$ cat src/rtl/clkdiv_pkg.sv
// Shared types and defaults for the multi-channel even clock divider.
package clkdiv_pkg;

    localparam int DEF_CNT_W = 4;
    localparam int DEF_CODE  = 1;

    typedef enum logic [1:0] {
        ST_RUN     = 2'd0,
        ST_DRAIN   = 2'd1,
        ST_RESTART = 2'd2
    } state_t;

    typedef logic [DEF_CNT_W-1:0] code_t;

endpackage

$ cat src/rtl/clkdiv_channel.sv
// One divided-clock channel: half-period counter, toggle flop, tick and park detect.
// Optional output inversion when CLKDIV_INVERT_EN is defined.
module clkdiv_channel #(
    parameter int CNT_W = 4
) (
    input  logic             clock,
    input  logic             reset,
    input  logic             enable,
    input  logic             drain,
    input  logic             restart,
    input  logic [CNT_W-1:0] code,
`ifdef CLKDIV_INVERT_EN
    input  logic             invert,
    input  logic             restart_invert,
`endif
    output logic             clk,
    output logic             tick,
    output logic             parked
);

    logic [CNT_W-1:0] cnt_reg;
    logic             clk_reg;
    logic             tick_reg;
    logic             phase;
    logic             at_end;

    // The flop holds the visible output; phase is the un-inverted divider state.
`ifdef CLKDIV_INVERT_EN
    assign phase = clk_reg ^ invert;
`else
    assign phase = clk_reg;
`endif

    assign at_end = (cnt_reg == code);
    assign parked = drain & ~phase & at_end;
    assign clk    = clk_reg;
    assign tick   = tick_reg & enable;

    always_ff @(posedge clock or negedge reset) begin
        if (!reset) begin
            cnt_reg  <= '0;
            clk_reg  <= 1'b0;
            tick_reg <= 1'b0;
        end else if (!enable) begin
            tick_reg <= 1'b0;
        end else if (restart) begin
            cnt_reg  <= '0;
`ifdef CLKDIV_INVERT_EN
            clk_reg  <= restart_invert;
            tick_reg <= restart_invert & ~clk_reg;
`else
            clk_reg  <= 1'b0;
            tick_reg <= 1'b0;
`endif
        end else if (parked) begin
            tick_reg <= 1'b0;
        end else if (at_end) begin
            cnt_reg  <= '0;
            clk_reg  <= ~clk_reg;
            tick_reg <= ~clk_reg;
        end else begin
            cnt_reg  <= cnt_reg + CNT_W'(1);
            tick_reg <= 1'b0;
        end
    end

endmodule

$ cat src/rtl/clk_divide_multi.sv
// NUM_CH phase-aligned even clock dividers with glitch-free load/drain/restart reconfiguration.
// Define CLKDIV_INVERT_EN to add per-channel output inversion (cfg_invert).
module clk_divide_multi
    import clkdiv_pkg::*;
#(
    parameter int NUM_CH       = 4,
    parameter int CNT_W        = DEF_CNT_W,
    parameter int DEFAULT_CODE = DEF_CODE
) (
    input  logic                    clock,
    input  logic                    reset,
    input  logic                    enable,
    input  logic [NUM_CH*CNT_W-1:0] cfg_code,
    input  logic                    cfg_load,
`ifdef CLKDIV_INVERT_EN
    input  logic [NUM_CH-1:0]       cfg_invert,
`endif
    output logic                    cfg_busy,
    output logic [NUM_CH-1:0]       clk_out,
    output logic [NUM_CH-1:0]       tick
);

    localparam logic [CNT_W-1:0] RST_CODE = CNT_W'(DEFAULT_CODE);

    state_t                  state_reg;
    logic [NUM_CH*CNT_W-1:0] shadow_code_reg;
    logic [NUM_CH*CNT_W-1:0] active_code_reg;
    logic [NUM_CH-1:0]       parked;
    logic                    drain;
    logic                    restart;
`ifdef CLKDIV_INVERT_EN
    logic [NUM_CH-1:0]       shadow_inv_reg;
    logic [NUM_CH-1:0]       active_inv_reg;
`endif

    assign drain   = (state_reg == ST_DRAIN);
    assign restart = (state_reg == ST_RESTART);

    // Loads are only taken in RUN, so a pending shadow value is never overwritten.
    always_ff @(posedge clock or negedge reset) begin
        if (!reset) begin
            state_reg       <= ST_RUN;
            cfg_busy        <= 1'b0;
            shadow_code_reg <= {NUM_CH{RST_CODE}};
            active_code_reg <= {NUM_CH{RST_CODE}};
`ifdef CLKDIV_INVERT_EN
            shadow_inv_reg  <= '0;
            active_inv_reg  <= '0;
`endif
        end else begin
            case (state_reg)
                ST_RUN: begin
                    if (cfg_load) begin
                        shadow_code_reg <= cfg_code;
`ifdef CLKDIV_INVERT_EN
                        shadow_inv_reg  <= cfg_invert;
`endif
                        cfg_busy        <= 1'b1;
                        state_reg       <= ST_DRAIN;
                    end
                end
                ST_DRAIN: begin
                    if (enable && (&parked)) begin
                        state_reg <= ST_RESTART;
                    end
                end
                ST_RESTART: begin
                    if (enable) begin
                        active_code_reg <= shadow_code_reg;
`ifdef CLKDIV_INVERT_EN
                        active_inv_reg  <= shadow_inv_reg;
`endif
                        cfg_busy        <= 1'b0;
                        state_reg       <= ST_RUN;
                    end
                end
                default: state_reg <= ST_RUN;
            endcase
        end
    end

    generate
        for (genvar gi = 0; gi < NUM_CH; gi++) begin : g_ch
            clkdiv_channel #(
                .CNT_W(CNT_W)
            ) u_ch (
                .clock          (clock),
                .reset          (reset),
                .enable         (enable),
                .drain          (drain),
                .restart        (restart),
                .code           (active_code_reg[gi*CNT_W +: CNT_W]),
`ifdef CLKDIV_INVERT_EN
                .invert         (active_inv_reg[gi]),
                .restart_invert (shadow_inv_reg[gi]),
`endif
                .clk            (clk_out[gi]),
                .tick           (tick[gi]),
                .parked         (parked[gi])
            );
        end
    endgenerate

endmodule

$ cat config.mk
export PLATFORM = sky130hd
export DESIGN_NAME = clk_divide_multi
export DESIGN_NICKNAME = d
export VERILOG_FILES = /design/src/rtl/clkdiv_pkg.sv /design/src/rtl/clkdiv_channel.sv /design/src/rtl/clk_divide_multi.sv
export SDC_FILE = /design/constraint.sdc
export NUM_CORES = 1
export LEC_CHECK = 0
export ABC_AREA = 1
export CAP_MARGIN = 20
export CORE_ASPECT_RATIO = 1.1
export CORE_MARGIN = 2
export CORE_UTILIZATION = 65
export CTS_BUF_LIST = sky130_fd_sc_hd__clkbuf_2
export DETAILED_ROUTE_END_ITERATION = 10
export DONT_BUFFER_PORTS = 1
export PLACE_DENSITY_LB_ADDON = 0.15
export SYNTH_ARGS = -nofsm -noshare
export SYNTH_HDL_FRONTEND = slang
export SYNTH_SLANG_ARGS = --single-unit
$ cat constraint.sdc
create_clock -name clock -period 1.57 [get_ports clock]
set_input_delay 0.157 -clock clock [delete_from_list [all_inputs] [get_ports clock]]
set_output_delay 0.157 -clock clock [all_outputs]
set_load 0.05 [all_outputs]
# == After elaboration in Yosys (flattened, before gate mapping) ==
# Index checks and enable logic that the tools add are counted.
# op_classes
addsub,4
eq_ne,13
muxes,47
bitwise_logic,16
reduce_logical,20
# ops
operator,count
$mux W4,12
$mux W1,30
$reduce_and A3 Y1,6
$add A4 B1 Y4 const B,4
$eq A4 B4 Y1,4
$and A1 B1 Y1,12
$ne A2 B2 Y1 const B,6
$reduce_and A2 Y1,6
$reduce_bool A2 Y1,5
$mux W2,3
$pmux W2 S3,1
$not A1 Y1,4
$reduce_and A4 Y1,1
$eq A2 B1 Y1 const B,1
$eq A2 B2 Y1 const B,1
$logic_not A2 Y1,1
$ne A2 B1 Y1 const B,1
$pmux W1 S2,1
$logic_and A1 B1 Y1,1
# totals
reg_bits,59
input_bits,20
out_inout_bits,9
word_cells,116

# == Depth between registers and ports, before layout ==
# Gate-level depths: netlist of the first run.
# depth
word_depth,7
mapped_depth,10
depth_no_buf,10

# == Hierarchy ==
# A second synthesis of the first run with hierarchy kept.
# hier_totals
hier_cells,401
area_unflattened_um2,3084.2
# modules_own_cells
mod,n_inst,cells_per_inst,area_each_um2,seq_area_each_um2
clkdiv_channel,4,61,405.4,150.1
clk_divide_multi,1,157,1462.7,885.8

# == Worst setup path before layout of the first run ==
# OpenSTA, ideal clock, no wires.
# synth_timing
path_kind,flip-flop to flip-flop
from,reg active_code_reg[8]
to,reg state_reg[0]
setup_ps,121
arrival_time_ps,1177
required_time_ps,1449
path_slack_ps,272
path_stages_with_launch,10
n_path_buf,0
period_less_slack_ps,1298
cell_sequence,dfstp_2 inv_1 nand2_1 nand2_1 nor2_1 nand3_2 nor2_1 nand3_1 nand2_1 nand2_1
# synth_between
elab_chain_cells,6
# synth_lines
item,line_no,source
"start, declared",clk_divide_multi.sv:27,logic [NUM_CH*CNT_W-1:0] active_code_reg;
"start signal, assigned",clk_divide_multi.sv:45,active_code_reg <= {NUM_CH{RST_CODE}};
"start signal, assigned",clk_divide_multi.sv:69,active_code_reg <= shadow_code_reg;
$eq A4 B4 Y1,clkdiv_channel.sv:34,assign at_end = (cnt_reg == code);
$and A1 B1 Y1,clkdiv_channel.sv:35,assign parked = drain & ~phase & at_end;
$reduce_and A4 Y1,clk_divide_multi.sv:63,if (enable && (&parked)) begin
$logic_and A1 B1 Y1,clk_divide_multi.sv:63,
$ne A2 B2 Y1 (no line),--,
$reduce_and A3 Y1 (no line),--,
"end signal, assigned",clk_divide_multi.sv:59,state_reg <= ST_DRAIN;
"end signal, assigned",clk_divide_multi.sv:64,state_reg <= ST_RESTART;
"end signal, assigned",clk_divide_multi.sv:74,state_reg <= ST_RUN;
"end, declared",clk_divide_multi.sv:25,state_t state_reg;
# Every way passes these cells.
# A chain may end at the register's enable or synchronous reset.

# == Final worst setup path of the first run ==
# layout_timing
from,reg g_ch[1].u_ch.cnt_reg[2]
to,reg state_reg[0]
# layout_between
elab_chain_cells,6
# layout_lines
item,line_no,source
"start, declared",clkdiv_channel.sv:21,logic [CNT_W-1:0] cnt_reg;
"start signal, assigned",clkdiv_channel.sv:62,cnt_reg <= cnt_reg + CNT_W'(1);
$eq A4 B4 Y1,clkdiv_channel.sv:34,
$and A1 B1 Y1,clkdiv_channel.sv:35,
$reduce_and A4 Y1,clk_divide_multi.sv:63,
$logic_and A1 B1 Y1,clk_divide_multi.sv:63,
$ne A2 B2 Y1 (no line),--,
$reduce_and A3 Y1 (no line),--,
# Every way passes these cells.

==> metrics.txt, run 1 <==
# TYPE chip_impl_metric gauge
chip_impl_info{name="outcome",value="completed"} 1
chip_impl_metric{name="place_congestion",unit=""} 0.867
chip_impl_metric{name="cts_sinks",unit=""} 59
chip_impl_metric{name="postSynthAreaPerCell",unit="sq um"} 8.66
chip_impl_info{name="tritoncts",value="yes"} 1
chip_impl_metric{name="cellLeakagePower",unit="uW"} 0.00163
chip_impl_metric{name="power.ir.vdd_worst",unit="mV"} 1.06
chip_impl_metric{name="layout.area.seq",unit="sq mm"} 0.00149
chip_impl_info{name="netlist_top_cells_area",value="sky130_fd_sc_hd__dfrtp_1, sky130_fd_sc_hd__nand2_1, sky130_fd_sc_hd__dfstp_2, sky130_fd_sc_hd__inv_1, sky130_fd_sc_hd__o21ai_0"} 1
chip_impl_metric{name="path_max_fanout",unit=""} 6
chip_impl_metric{name="multi_input_comb_area",unit="sq mm"} 0.00115
chip_impl_metric{name="power_report.internal_total",unit="uW"} 3310
chip_impl_metric{name="globalRouteTotalUtil",unit="%"} 25.5
chip_impl_metric{name="first_iter_violations",unit=""} 150
chip_impl_metric{name="clock_latency",unit="ns"} 0.49
chip_impl_metric{name="fp-row-count",unit=""} 25
chip_impl_metric{name="placeableCoreArea",unit="sq mm"} 0.00429
chip_impl_metric{name="synth_seq_cells",unit=""} 59
chip_impl_metric{name="synthSimpleGateAreaFrac",unit="%"} 21.9
chip_impl_metric{name="grt_pass1_vias",unit=""} 2058
chip_impl_metric{name="worst_case_clock_buffer_depth",unit=""} 2
chip_impl_info{name="synth_ff_type",value="sky130_fd_sc_hd__dfrtp_1"} 1
chip_impl_info{name="timing.critical_path.from_type",value="flip-flop"} 1
chip_impl_metric{name="area_growth",unit="%"} 13.1
chip_impl_metric{name="post-route-min-period",unit="ns"} 1.44
chip_impl_info{name="worst_hold_path.endpoint",value="shadow_code_reg[14]$_DFFE_PN0P_"} 1
chip_impl_metric{name="switching_share",unit="%"} 38.1
chip_impl_metric{name="hold_path_depth",unit=""} 3
chip_impl_metric{name="share_of_final_layout_standard_cells_stronger_than_drive_strength_1",unit="%"} 17.7
chip_impl_metric{name="grt_max_degree",unit=""} 60
chip_impl_info{name="timing.hold.worst.class",value="in -> reg"} 1
chip_impl_metric{name="grt_overflow",unit=""} 0
chip_impl_metric{name="filler_cell_count",unit=""} 311
chip_impl_info{name="most_frequent_cells_after_synthesis",value="sky130_fd_sc_hd__nand2_1, sky130_fd_sc_hd__dfrtp_1, sky130_fd_sc_hd__inv_1"} 1
chip_impl_metric{name="final_wirelength",unit="um"} 5450
chip_impl_metric{name="initial_utilization",unit="%"} 67.3
chip_impl_info{name="critical-path-slowest-cell",value="sky130_fd_sc_hd__dfrtp_1"} 1
chip_impl_metric{name="synthXorXnorAreaFrac",unit="%"} 3.34
chip_impl_metric{name="die_w",unit="um"} 67.5
chip_impl_metric{name="path_clk_slew",unit="ns"} 0.17
chip_impl_metric{name="r2r.worst_path.cells",unit=""} 7
chip_impl_metric{name="htree_levels",unit=""} 3
chip_impl_metric{name="postLayoutSetupSlackWorst",unit="ns"} 0.127
chip_impl_metric{name="post_layout_total_power",unit="uW"} 5340
chip_impl_info{name="reg2reg_from",value="g_ch[1].u_ch.cnt_reg[2]$_DFFE_PN0P_"} 1
chip_impl_metric{name="mux_contribution_to_synthesized_area",unit="%"} 4.29
chip_impl_metric{name="detailed_place_hpwl",unit="um"} 3540
chip_impl_metric{name="num_antenna_cells",unit=""} 0
chip_impl_metric{name="die_y",unit="um"} 73.9
chip_impl_info{name="clock_tree.root_cell",value="sky130_fd_sc_hd__clkbuf_2"} 1
chip_impl_metric{name="critical_path_arrival",unit="ns"} 1.83
chip_impl_metric{name="design.final.nets",unit=""} 380
chip_impl_metric{name="combinational_power_share",unit="%"} 33.9
chip_impl_metric{name="netlist.area_leader.share",unit="%"} 44.2
chip_impl_info{name="worst_r2r_endpoint",value="state_reg[0]$_DFFE_PN0P_"} 1
chip_impl_metric{name="vias",unit=""} 2177
chip_impl_metric{name="finalHoldViolations",unit=""} 0
chip_impl_metric{name="crit_required",unit="ns"} 1.96
chip_impl_metric{name="place_ws",unit="ns"} 0.137
chip_impl_metric{name="overall_die_area",unit="sq mm"} 0.00499
chip_impl_metric{name="cell_area_after_synthesis",unit="sq mm"} 0.00289
chip_impl_info{name="worst-setup-path-type",value="reg -> reg"} 1
chip_impl_metric{name="synth_nets",unit=""} 357
chip_impl_metric{name="max_stage_delay",unit="ns"} 0.46
chip_impl_metric{name="final.hold.worst_slack",unit="ns"} 0.126
chip_impl_metric{name="clock_power_share",unit="%"} 20.2
chip_impl_metric{name="setup_viol",unit=""} 0
chip_impl_info{name="largest_family_of_logic_cells_by_synthesized_area",value="simple AND/OR/NAND/NOR gates"} 1
chip_impl_metric{name="clock-skew-final",unit="ns"} 0.0162
chip_impl_metric{name="maxSlewHeadroom",unit="%"} 68.0
chip_impl_metric{name="io_buffer_count",unit=""} 0
chip_impl_metric{name="synth_async_sr_flop_share",unit="%"} 100
chip_impl_metric{name="power.sequential.fraction",unit="%"} 45.9
chip_impl_metric{name="maxCapViolCount",unit=""} 0
chip_impl_metric{name="cts_made_buffers",unit=""} 9
chip_impl_metric{name="switching_power",unit="uW"} 2040
chip_impl_metric{name="max_clock_freq",unit="GHz"} 0.693
chip_impl_metric{name="ant_nets",unit=""} 0
chip_impl_metric{name="detail_route.vias_per_cell",unit=""} 5.25
chip_impl_info{name="min_from",value="cfg_load"} 1
chip_impl_metric{name="worst_pin_slew",unit="ns"} 0.480
chip_impl_metric{name="synthesis.instances",unit=""} 333
chip_impl_metric{name="layout_worst_path_cycle_share",unit="%"} 91.9
chip_impl_info{name="crit_path_cell_trace",value="xor2_1, nor2_1, nand2_2, nor2_1, nand3_1, nand2_1, nand2_1"} 1
chip_impl_info{name="sort_of_element_at_the_end_of_the_critical_path",value="flip-flop"} 1
chip_impl_metric{name="synthAdderAreaFrac",unit="%"} 1.73
chip_impl_metric{name="antenna_found_initial",unit=""} 0
chip_impl_metric{name="drtPass1Iterations",unit=""} 4
chip_impl_metric{name="synth.yosys.warnings",unit=""} 0
chip_impl_metric{name="io-pin-count",unit=""} 29
chip_impl_info{name="crit_path_start",value="g_ch[1].u_ch.cnt_reg[2]$_DFFE_PN0P_"} 1
chip_impl_metric{name="power.density",unit="mW/mm^2"} 1640
chip_impl_metric{name="fin_cells",unit=""} 415
chip_impl_metric{name="wl_per_cell",unit="um"} 13.1
chip_impl_metric{name="place_inst",unit=""} 380
chip_impl_metric{name="synth_compound_area_share",unit="%"} 8.15
chip_impl_metric{name="yosysUniqueCellTypes",unit=""} 27
chip_impl_metric{name="wire_length_of_the_first_global_routing_pass",unit="um"} 9160
chip_impl_metric{name="seq_area_frac_synth",unit="%"} 51.5
chip_impl_metric{name="r2r_setup_slack",unit="ns"} 0.13
chip_impl_metric{name="drt_drc_violations_left",unit=""} 0
chip_impl_info{name="post-synth-top-count-cell",value="sky130_fd_sc_hd__nand2_1"} 1
chip_impl_metric{name="synth-edff-count",unit=""} 0
chip_impl_metric{name="drv_slew",unit=""} 0
chip_impl_info{name="setup_repair_after_global_routing_missed_its_margin",value="true"} 1
chip_impl_info{name="synth_area_leader_cell",value="sky130_fd_sc_hd__dfrtp_1"} 1
chip_impl_metric{name="finish.utilization",unit="%"} 76.2
-- worst max path at each step --
stage / slack (ns) / to
2_1_floorplan: 0.27 / state_reg[0]$_DFFE_PN0P_
3_3_place_gp: 0.17 / g_ch[0].u_ch.cnt_reg[0]$_DFFE_PN0P_
3_5_place_dp: 0.14 / g_ch[2].u_ch.cnt_reg[0]$_DFFE_PN0P_
4_1_cts: 0.12 / g_ch[0].u_ch.cnt_reg[1]$_DFFE_PN0P_
5_1_grt: -0.002 / active_code_reg[13]$_DFFE_PN0P_
6_report: 0.13 / state_reg[0]$_DFFE_PN0P_
-- final cells by class --
class                   instances  area share, %
well taps                      54           2.07
repair buffers                 27           8.20
clock buffers                  10           1.53
clock inverters                 6           2.45
flip-flops and latches         59           45.6
multi-input cells             216           35.2
inverters                      43           4.94
-- worst max-delay path, delay by kind of cell (launching register included) --
kind / cells / cell delay, ns
and+or+nand+nor: 6 / 0.70
DFF: 1 / 0.46
xor gates and xnor gates: 1 / 0.18
-- metal layers --
metal	GRT usage, %	vias up	routed length [um]
met3	8.27	4	327
met2	40.3	53	2660
met4	9.98	0	36
met5	0	-	0
li1	-	1104	-
met1	32.5	1016	2430
-- through the flow --
stage | cell area, sq um | setup TNS, ns
finish | 3260 | 0
global route | 3260 | -0.00228
CTS | 3250 | 0
detailed placement | 2910 | 0
global placement | 2910 | 0
floorplan | 2890 | 0
-- repair_timing --
action                                 in CTS  in global routing
endpoints found under the hold margin     101                  0
buffers inserted                            0                  0
gates resized for setup                     0                  6
setup endpoints to repair                   0                  3
hold buffers                               19                  0
-- power by group through the flow --
stage                     Combinational [uW]  Sequential [uW]  Clock, uW
after floorplan                         1470             2380          0
after global placement                  1650             2460          0
after detailed placement                1700             2470          0
after CTS                               1790             2440       1100
after global routing                    2050             2510       1170
final                                   1810             2450       1080
-- placed cells by master (no fill, tap or decap), drive strengths merged --
cell type	count
a21oi	8
ha	4
o21ai	34
nand2	87
nand3	22
xor2	11
clkinv	3
clkbuf	10
nand4	2
dfrtp	51
o31ai	2
or3	2
nor4	1
nand3b	2
inv	43
bufinv	2
mux2	11
clkinvlp	1
buf	9
dfstp	8
dlygate4sd3	18
nor2	29
o22ai	1
-- cell families after synthesis --
kind of cell             Yosys count
flip-flops                        59
XOR/XNOR                          11
AND/OR/NAND/NOR                  145
adder cells (fa/ha/maj)            4
multiplexers                      11
AO/OA/AOI/OAI                     45
buffers and inverters             58
No activity file was read; power rests on OpenSTA's default activity.
==> inputs of run 2 (changes only) <==
==> constraint.sdc (replaced) <==
create_clock -name clock -period 1.57 [get_ports clock]
set_input_delay 0.314 -clock clock [delete_from_list [all_inputs] [get_ports clock]]
set_output_delay 0.314 -clock clock [all_outputs]
set_load 0.05 [all_outputs]
==> run 2 against run 1 <==
Clock power is essentially flat; power about the same; global-route usage is 0.13 points higher; clock skew fell by 0.0012 ns; sequential share of layout area is 0.28 points lower; maximum frequency fell by 6.7%; critical path type is now reg -> out; largest cell class unchanged.
==> metrics.txt, run 2 (same netlist as run 1, synthesis figures left out) <==
# TYPE chip_impl_metric gauge
chip_impl_metric{name="num_antenna_cells",unit=""} 0
chip_impl_metric{name="io_buffer_count",unit=""} 0
chip_impl_metric{name="maxCapViolCount",unit=""} 0
chip_impl_metric{name="switching_power",unit="uW"} 2040
chip_impl_metric{name="power.sequential.fraction",unit="%"} 45.8
chip_impl_info{name="sort_of_element_at_the_end_of_the_critical_path",value="output port"} 1
chip_impl_metric{name="critical_path_arrival",unit="ns"} 1.23
chip_impl_metric{name="path_clk_slew",unit="ns"} 0.17
chip_impl_metric{name="antenna_found_initial",unit=""} 0
chip_impl_info{name="critical-path-slowest-cell",value="sky130_fd_sc_hd__dfrtp_1"} 1
chip_impl_metric{name="totalNegativeSetupSlack",unit="ns"} 0
chip_impl_metric{name="power.density",unit="mW/mm^2"} 1630
chip_impl_metric{name="detailed_place_hpwl",unit="um"} 3540
chip_impl_metric{name="first_iter_violations",unit=""} 115
chip_impl_metric{name="clock_power_share",unit="%"} 20.2
chip_impl_info{name="tritoncts",value="yes"} 1
chip_impl_metric{name="fp-row-count",unit=""} 25
chip_impl_info{name="timing.critical_path.from_type",value="flip-flop"} 1
chip_impl_metric{name="final_cell_area",unit="sq mm"} 0.00328
chip_impl_info{name="final_common_cell",value="sky130_fd_sc_hd__nand2_1"} 1
chip_impl_metric{name="die_y",unit="um"} 73.9
chip_impl_info{name="worst-setup-path-type",value="reg -> out"} 1
chip_impl_metric{name="worst_pin_slew",unit="ns"} 0.480
chip_impl_metric{name="drtPass1Iterations",unit=""} 4
chip_impl_metric{name="cts_post_setup_buffers_inserted",unit=""} 0
chip_impl_metric{name="cts_made_buffers",unit=""} 9
chip_impl_metric{name="drv_slew",unit=""} 0
chip_impl_metric{name="cellLeakagePower",unit="uW"} 0.00161
chip_impl_metric{name="grt_max_degree",unit=""} 60
chip_impl_metric{name="setup_viol",unit=""} 0
chip_impl_metric{name="ant_nets",unit=""} 0
chip_impl_metric{name="htree_levels",unit=""} 3
chip_impl_metric{name="initial_utilization",unit="%"} 67.3
chip_impl_metric{name="crit_required",unit="ns"} 1.26
chip_impl_metric{name="switching_share",unit="%"} 38.1
chip_impl_metric{name="vias",unit=""} 2185
chip_impl_metric{name="max_stage_delay",unit="ns"} 0.38
chip_impl_metric{name="crit_buf_inv",unit=""} 1
chip_impl_metric{name="design.final.nets",unit=""} 381
chip_impl_metric{name="clock_latency",unit="ns"} 0.50
chip_impl_metric{name="final_wirelength",unit="um"} 5490
chip_impl_metric{name="die_w",unit="um"} 67.5
chip_impl_metric{name="drt_drc_violations_left",unit=""} 0
chip_impl_info{name="setup_repair_after_global_routing_missed_its_margin",value="true"} 1
chip_impl_metric{name="finalHoldViolations",unit=""} 0
chip_impl_info{name="crit_family",value="flip-flops"} 1
chip_impl_metric{name="max_clock_freq",unit="GHz"} 0.646
chip_impl_metric{name="placeableCoreArea",unit="sq mm"} 0.00429
chip_impl_metric{name="power.ir.vdd_worst",unit="mV"} 1.06
chip_impl_metric{name="placement.cell_area",unit="sq mm"} 0.00291
chip_impl_metric{name="post-route-min-period",unit="ns"} 1.55
chip_impl_metric{name="layout_worst_path_cycle_share",unit="%"} 98.6
chip_impl_metric{name="area_growth",unit="%"} 13.8
chip_impl_metric{name="overall_die_area",unit="sq mm"} 0.00499
chip_impl_metric{name="globalRouteTotalUtil",unit="%"} 25.7
chip_impl_info{name="layout.cells.most_common_list",value="sky130_fd_sc_hd__nand2_1, sky130_fd_sc_hd__dfrtp_1, sky130_fd_sc_hd__inv_1, sky130_fd_sc_hd__o21ai_0, sky130_fd_sc_hd__nor2_1"} 1
chip_impl_info{name="timing.hold.worst.class",value="in -> reg"} 1
chip_impl_metric{name="wl_per_cell",unit="um"} 13.2
chip_impl_metric{name="detail_route.vias_per_cell",unit=""} 5.25
chip_impl_metric{name="place_congestion",unit=""} 0.867
chip_impl_metric{name="power_report.internal_total",unit="uW"} 3310
chip_impl_metric{name="worst_case_clock_buffer_depth",unit=""} 2
chip_impl_info{name="crit_path_cell_trace",value="nand2_1, inv_1"} 1
chip_impl_metric{name="combinational_power_share",unit="%"} 34.0
chip_impl_metric{name="clock-skew-final",unit="ns"} 0.0151
chip_impl_metric{name="maxSlewHeadroom",unit="%"} 68.0
chip_impl_metric{name="grt_pass1_vias",unit=""} 2062
chip_impl_metric{name="share_of_final_layout_standard_cells_stronger_than_drive_strength_1",unit="%"} 18.5
chip_impl_info{name="outcome",value="completed"} 1
chip_impl_metric{name="cts_sinks",unit=""} 59
chip_impl_metric{name="grt_overflow",unit=""} 0
chip_impl_metric{name="wire_length_of_the_first_global_routing_pass",unit="um"} 9210
chip_impl_info{name="clock_tree.root_cell",value="sky130_fd_sc_hd__clkbuf_2"} 1
chip_impl_metric{name="io-pin-count",unit=""} 29
chip_impl_metric{name="path_max_fanout",unit=""} 1
==> run 2: cell type report <==
type | instances | area [sq um]
multi-input cells | 216 | 1150
flip-flops and latches | 59 | 1490
clock inverters | 6 | 80.1
clock buffers | 10 | 50.0
repair buffers | 28 | 278
well taps | 54 | 67.6
inverters | 43 | 169
fillers | 307 | 1000
==> run 2: power groups by stage <==
stage               combinational, uW  clock [uW]  sequential (uW)
floorplan                        1470           0             2380
global placement                 1650           0             2460
detailed placement               1700           0             2470
CTS                              1780        1100             2440
global route                     2050        1170             2510
finish                           1820        1080             2450
==> run 2: final timing paths <==
path / startpoint / to / cells past startpoint / slack, ns
worst max register to register: state_reg[1]$_DFFE_PN0P_ / g_ch[0].u_ch.cnt_reg[0]$_DFFE_PN0P_ / 8 / 0.14
worst min register to register: shadow_code_reg[2]$_DFFE_PN0P_ / active_code_reg[2]$_DFFE_PN0P_ / 2 / 0.50
min in group asynchronous: reset / g_ch[1].u_ch.cnt_reg[2]$_DFFE_PN0P_ / 2 / 0.32
max in group asynchronous: reset / shadow_code_reg[8]$_DFFE_PN1P_ / 2 / 0.93
worst min-delay path: enable / g_ch[1].u_ch.cnt_reg[2]$_DFFE_PN0P_ / 2 / 0.03
worst max-delay path: g_ch[3].u_ch.tick_reg$_DFF_PN0_ / tick[3] / 2 / 0.02
==> run 2: worst register-to-register path, stage by stage, from the launching register on <==
cell                      delay (ns)
sky130_fd_sc_hd__dfrtp_1        0.41
sky130_fd_sc_hd__inv_1          0.11
sky130_fd_sc_hd__nand2_1        0.19
sky130_fd_sc_hd__nor2_1         0.19
sky130_fd_sc_hd__nand3_2        0.12
sky130_fd_sc_hd__nand2_2        0.14
sky130_fd_sc_hd__inv_2          0.07
sky130_fd_sc_hd__nand3_1        0.08
sky130_fd_sc_hd__o21ai_2        0.06
==> run 2: repair_timing <==
| action | 4_1_cts | 5_1_grt |
|---|---|---|
| endpoints found under the hold margin | 80 | 4 |
| resized for setup | 2 | 7 |
| cloned | 0 | 0 |
| setup endpoints to repair | 1 | 7 |
| hold buffers | 19 | 1 |
| pin swaps | 1 | 1 |
==> run 2: layer usage <==
layer / GRT usage [%] / part of all wire [%]
met5: 0 / 0
met2: 40.6 / 49
met4: 9.98 / 1.4
met3: 8.27 / 5.9
met1: 32.6 / 44
==> run 2: through the flow <==
| stage | setup slack, ns | util [%] | instances | hold slack (ns) | power, uW |
|---|---|---|---|---|---|
| final | 0.0227 | 76.6 | 416 | 0.0335 | 5350 |
| after detailed placement | 0.137 | 68.0 | 380 | 0.0196 | 4170 |
| after floorplan | 0.272 | - | 333 | 0.0184 | 3850 |
| after global routing | -0.0416 | 76.6 | 416 | 0.00903 | 5740 |
| after CTS | 0.00210 | 76.0 | 415 | 0.00358 | 5320 |
| after global placement | 0.167 | 68.0 | 380 | 0.0196 | 4110 |
==> inputs of run 3 (changes only) <==
--- a/config.mk
+++ b/config.mk
@@ -9,7 +9,7 @@
 export CAP_MARGIN = 20
 export CORE_ASPECT_RATIO = 1.1
 export CORE_MARGIN = 2
-export CORE_UTILIZATION = 65
+export CORE_UTILIZATION = 59
 export CTS_BUF_LIST = sky130_fd_sc_hd__clkbuf_2
 export DETAILED_ROUTE_END_ITERATION = 10
 export DONT_BUFFER_PORTS = 1
==> constraint.sdc (replaced) <==
create_clock -name clock -period 1.35 [get_ports clock]
set_input_delay 0.27 -clock clock [delete_from_list [all_inputs] [get_ports clock]]
set_output_delay 0.27 -clock clock [all_outputs]
set_load 0.05 [all_outputs]
==> run 3 against run 2 <==
The flow now finishes with violations (hold timing, setup timing); power rose by 26%; largest cell class unchanged; first-iteration DRC count rose by 8.7%; wire length rose by 26%; die area rose by 9.6%; design area rose by 16%; global-route usage fell by 1.4 points.
==> metrics.txt, run 3 (same netlist as run 1, synthesis figures left out) <==
# TYPE chip_impl_metric gauge
chip_impl_info{name="worst-setup-path-type",value="reg -> reg"} 1
chip_impl_metric{name="final.hold.worst_slack",unit="ns"} -0.556
chip_impl_metric{name="clock-skew-final",unit="ns"} 0.0232
chip_impl_metric{name="io-pin-count",unit=""} 29
chip_impl_info{name="outcome",value="complete, but fails checks"} 1
chip_impl_info{name="timing.critical_path.from_type",value="flip-flop"} 1
chip_impl_info{name="layout.cells.most_common_list",value="sky130_fd_sc_hd__nand2_1, sky130_fd_sc_hd__dfrtp_1, sky130_fd_sc_hd__buf_4, sky130_fd_sc_hd__inv_1, sky130_fd_sc_hd__nand2_2"} 1
chip_impl_metric{name="post-route-min-period",unit="ns"} 1.51
chip_impl_metric{name="area_growth",unit="%"} 32.0
chip_impl_info{name="crit_path_cell_trace",value="inv_2, buf_6, nor2_4, inv_4, nor2_4, clkinvlp_4, nand2_1, o21ai_1"} 1
chip_impl_metric{name="postLayoutSetupSlackWorst",unit="ns"} -0.162
chip_impl_metric{name="path_clk_slew",unit="ns"} 0.17
chip_impl_metric{name="place_congestion",unit=""} 0.770
chip_impl_metric{name="htree_levels",unit=""} 3
chip_impl_info{name="cp_common_cell",value="sky130_fd_sc_hd__nor2_4"} 1
chip_impl_metric{name="antenna_found_initial",unit=""} 0
chip_impl_info{name="clock_tree.root_cell",value="sky130_fd_sc_hd__clkbuf_2"} 1
chip_impl_info{name="critical-path-slowest-cell",value="sky130_fd_sc_hd__dfrtp_1"} 1
chip_impl_metric{name="die_w",unit="um"} 70.7
chip_impl_info{name="tritoncts",value="yes"} 1
chip_impl_info{name="failed_checks",value="hold timing, setup timing"} 1
chip_impl_metric{name="globalRouteTotalUtil",unit="%"} 24.3
chip_impl_metric{name="vias",unit=""} 2443
chip_impl_info{name="worst_r2r_endpoint",value="active_code_reg[7]$_DFFE_PN0P_"} 1
chip_impl_metric{name="maxSlewHeadroom",unit="%"} 72.3
chip_impl_info{name="timing.hold.worst.class",value="in -> async"} 1
chip_impl_metric{name="critical_path_arrival",unit="ns"} 1.89
chip_impl_metric{name="num_antenna_cells",unit=""} 0
chip_impl_metric{name="cellLeakagePower",unit="uW"} 0.00186
chip_impl_info{name="final_common_cell",value="sky130_fd_sc_hd__nand2_1"} 1
chip_impl_metric{name="path_max_fanout",unit=""} 6
chip_impl_metric{name="grt_max_degree",unit=""} 60
chip_impl_metric{name="wire_length_of_the_first_global_routing_pass",unit="um"} 10300
chip_impl_metric{name="final_wirelength",unit="um"} 6900
chip_impl_metric{name="detailed_place_hpwl",unit="um"} 3800
chip_impl_metric{name="power.ir.vdd_worst",unit="mV"} 1.09
chip_impl_metric{name="drt_drc_violations_left",unit=""} 0
chip_impl_metric{name="die_y",unit="um"} 77.3
chip_impl_metric{name="clock_latency",unit="ns"} 0.49
chip_impl_metric{name="ant_nets",unit=""} 0
chip_impl_metric{name="wl_per_cell",unit="um"} 15.2
chip_impl_metric{name="first_iter_violations",unit=""} 125
chip_impl_metric{name="r2r_setup_slack",unit="ns"} -0.16
chip_impl_metric{name="layout_worst_path_cycle_share",unit="%"} 112
chip_impl_metric{name="max_stage_delay",unit="ns"} 0.40
chip_impl_metric{name="post_layout_total_power",unit="uW"} 6730
chip_impl_metric{name="grt_overflow",unit=""} 0
chip_impl_metric{name="share_of_final_layout_standard_cells_stronger_than_drive_strength_1",unit="%"} 39.7
chip_impl_metric{name="power.density",unit="mW/mm^2"} 1770
chip_impl_metric{name="r2r.worst_path.cells",unit=""} 8
chip_impl_info{name="reg2reg_from",value="state_reg[1]$_DFFE_PN0P_"} 1
chip_impl_info{name="setup_repair_after_global_routing_missed_its_margin",value="true"} 1
chip_impl_metric{name="setup_viol",unit=""} 33
chip_impl_metric{name="drv_slew",unit=""} 0
chip_impl_metric{name="cts_sinks",unit=""} 59
chip_impl_metric{name="placeableCoreArea",unit="sq mm"} 0.00468
chip_impl_metric{name="finalHoldViolations",unit=""} 59
chip_impl_metric{name="crit_required",unit="ns"} 1.73
chip_impl_metric{name="cts_made_buffers",unit=""} 9
chip_impl_metric{name="initial_utilization",unit="%"} 61.6
chip_impl_metric{name="fp-row-count",unit=""} 26
chip_impl_metric{name="drtPass1Iterations",unit=""} 4
chip_impl_metric{name="overall_die_area",unit="sq mm"} 0.00547
chip_impl_metric{name="crit_buf_inv",unit=""} 4
chip_impl_metric{name="worst_case_clock_buffer_depth",unit=""} 2
chip_impl_info{name="crit_family",value="simple AND/OR/NAND/NOR gates"} 1
chip_impl_info{name="sort_of_element_at_the_end_of_the_critical_path",value="flip-flop"} 1
chip_impl_metric{name="grt_pass1_vias",unit=""} 2357
chip_impl_metric{name="maxCapViolCount",unit=""} 0
chip_impl_metric{name="filler_cell_count",unit=""} 287
chip_impl_metric{name="io_buffer_count",unit=""} 0
chip_impl_metric{name="detail_route.vias_per_cell",unit=""} 5.38
chip_impl_metric{name="design.final.nets",unit=""} 417
chip_impl_metric{name="worst_pin_slew",unit="ns"} 0.415
chip_impl_metric{name="max_clock_freq",unit="GHz"} 0.661
-- run 3: final cells by class --
type | instances | area [sq um] | area share [%]
Clock buffer | 10 | 50.0 | 1.31
Clock inverter | 6 | 23.8 | 0.624
Inverter | 43 | 181 | 4.76
Multi-Input combinational cell | 216 | 1390 | 36.5
Sequential cell | 59 | 1490 | 39.1
Tap cell | 56 | 70.1 | 1.84
Timing Repair Buffer | 63 | 599 | 15.7
Timing Repair inverter | 1 | 7.51 | 0.197
-- run 3: through the flow --
stage	setup slack, ns	area, sq um	util, %	TNS (ns)	instances
after floorplan	0.0522	2890	-	0	333
after global placement	-0.0570	3080	65.7	-0.205	402
after detailed placement	-0.0890	3080	65.7	-0.500	402
after CTS	-0.140	3470	74.0	-0.788	446
after global routing	-0.211	3810	81.3	-5.52	454
final	-0.162	3810	81.3	-2.93	454
-- run 3: worst max path at each step --
stage	from	to	slack, ns	depth (start not counted)
2_1_floorplan	active_code_reg[8]$_DFFE_PN1P_	state_reg[0]$_DFFE_PN0P_	0.05	9
3_3_place_gp	active_code_reg[0]$_DFFE_PN1P_	g_ch[0].u_ch.cnt_reg[0]$_DFFE_PN0P_	-0.06	9
3_5_place_dp	active_code_reg[0]$_DFFE_PN1P_	g_ch[0].u_ch.cnt_reg[1]$_DFFE_PN0P_	-0.09	9
4_1_cts	g_ch[2].u_ch.tick_reg$_DFF_PN0_	tick[2]	-0.14	2
5_1_grt	state_reg[1]$_DFFE_PN0P_	active_code_reg[7]$_DFFE_PN0P_	-0.21	8
6_report	state_reg[1]$_DFFE_PN0P_	active_code_reg[7]$_DFFE_PN0P_	-0.16	8
-- run 3: repair_timing --
item / in CTS / in global routing
gates cloned: 1 / 1
setup buffers: 10 / 6
pin swaps: 12 / 17
endpoints found under the hold margin: 81 / 63
endpoints found under the setup margin: 30 / 52
resized for setup: 26 / 89
hold buffers: 17 / 1
-- run 3: report_power, final --
| part | internal [uW] | switching (uW) |
|---|---|---|
| combinational | 1370 | 1660 |
| clock | 218 | 631 |
| sequential | 2380 | 472 |
| total | 3970 | 2760 |
-- run 3: per-layer routing --
metal	wire, um	GRT usage, %
met5	0	0
met4	251	9.62
met2	3650	40.4
met3	205	6.36
met1	2790	30.3
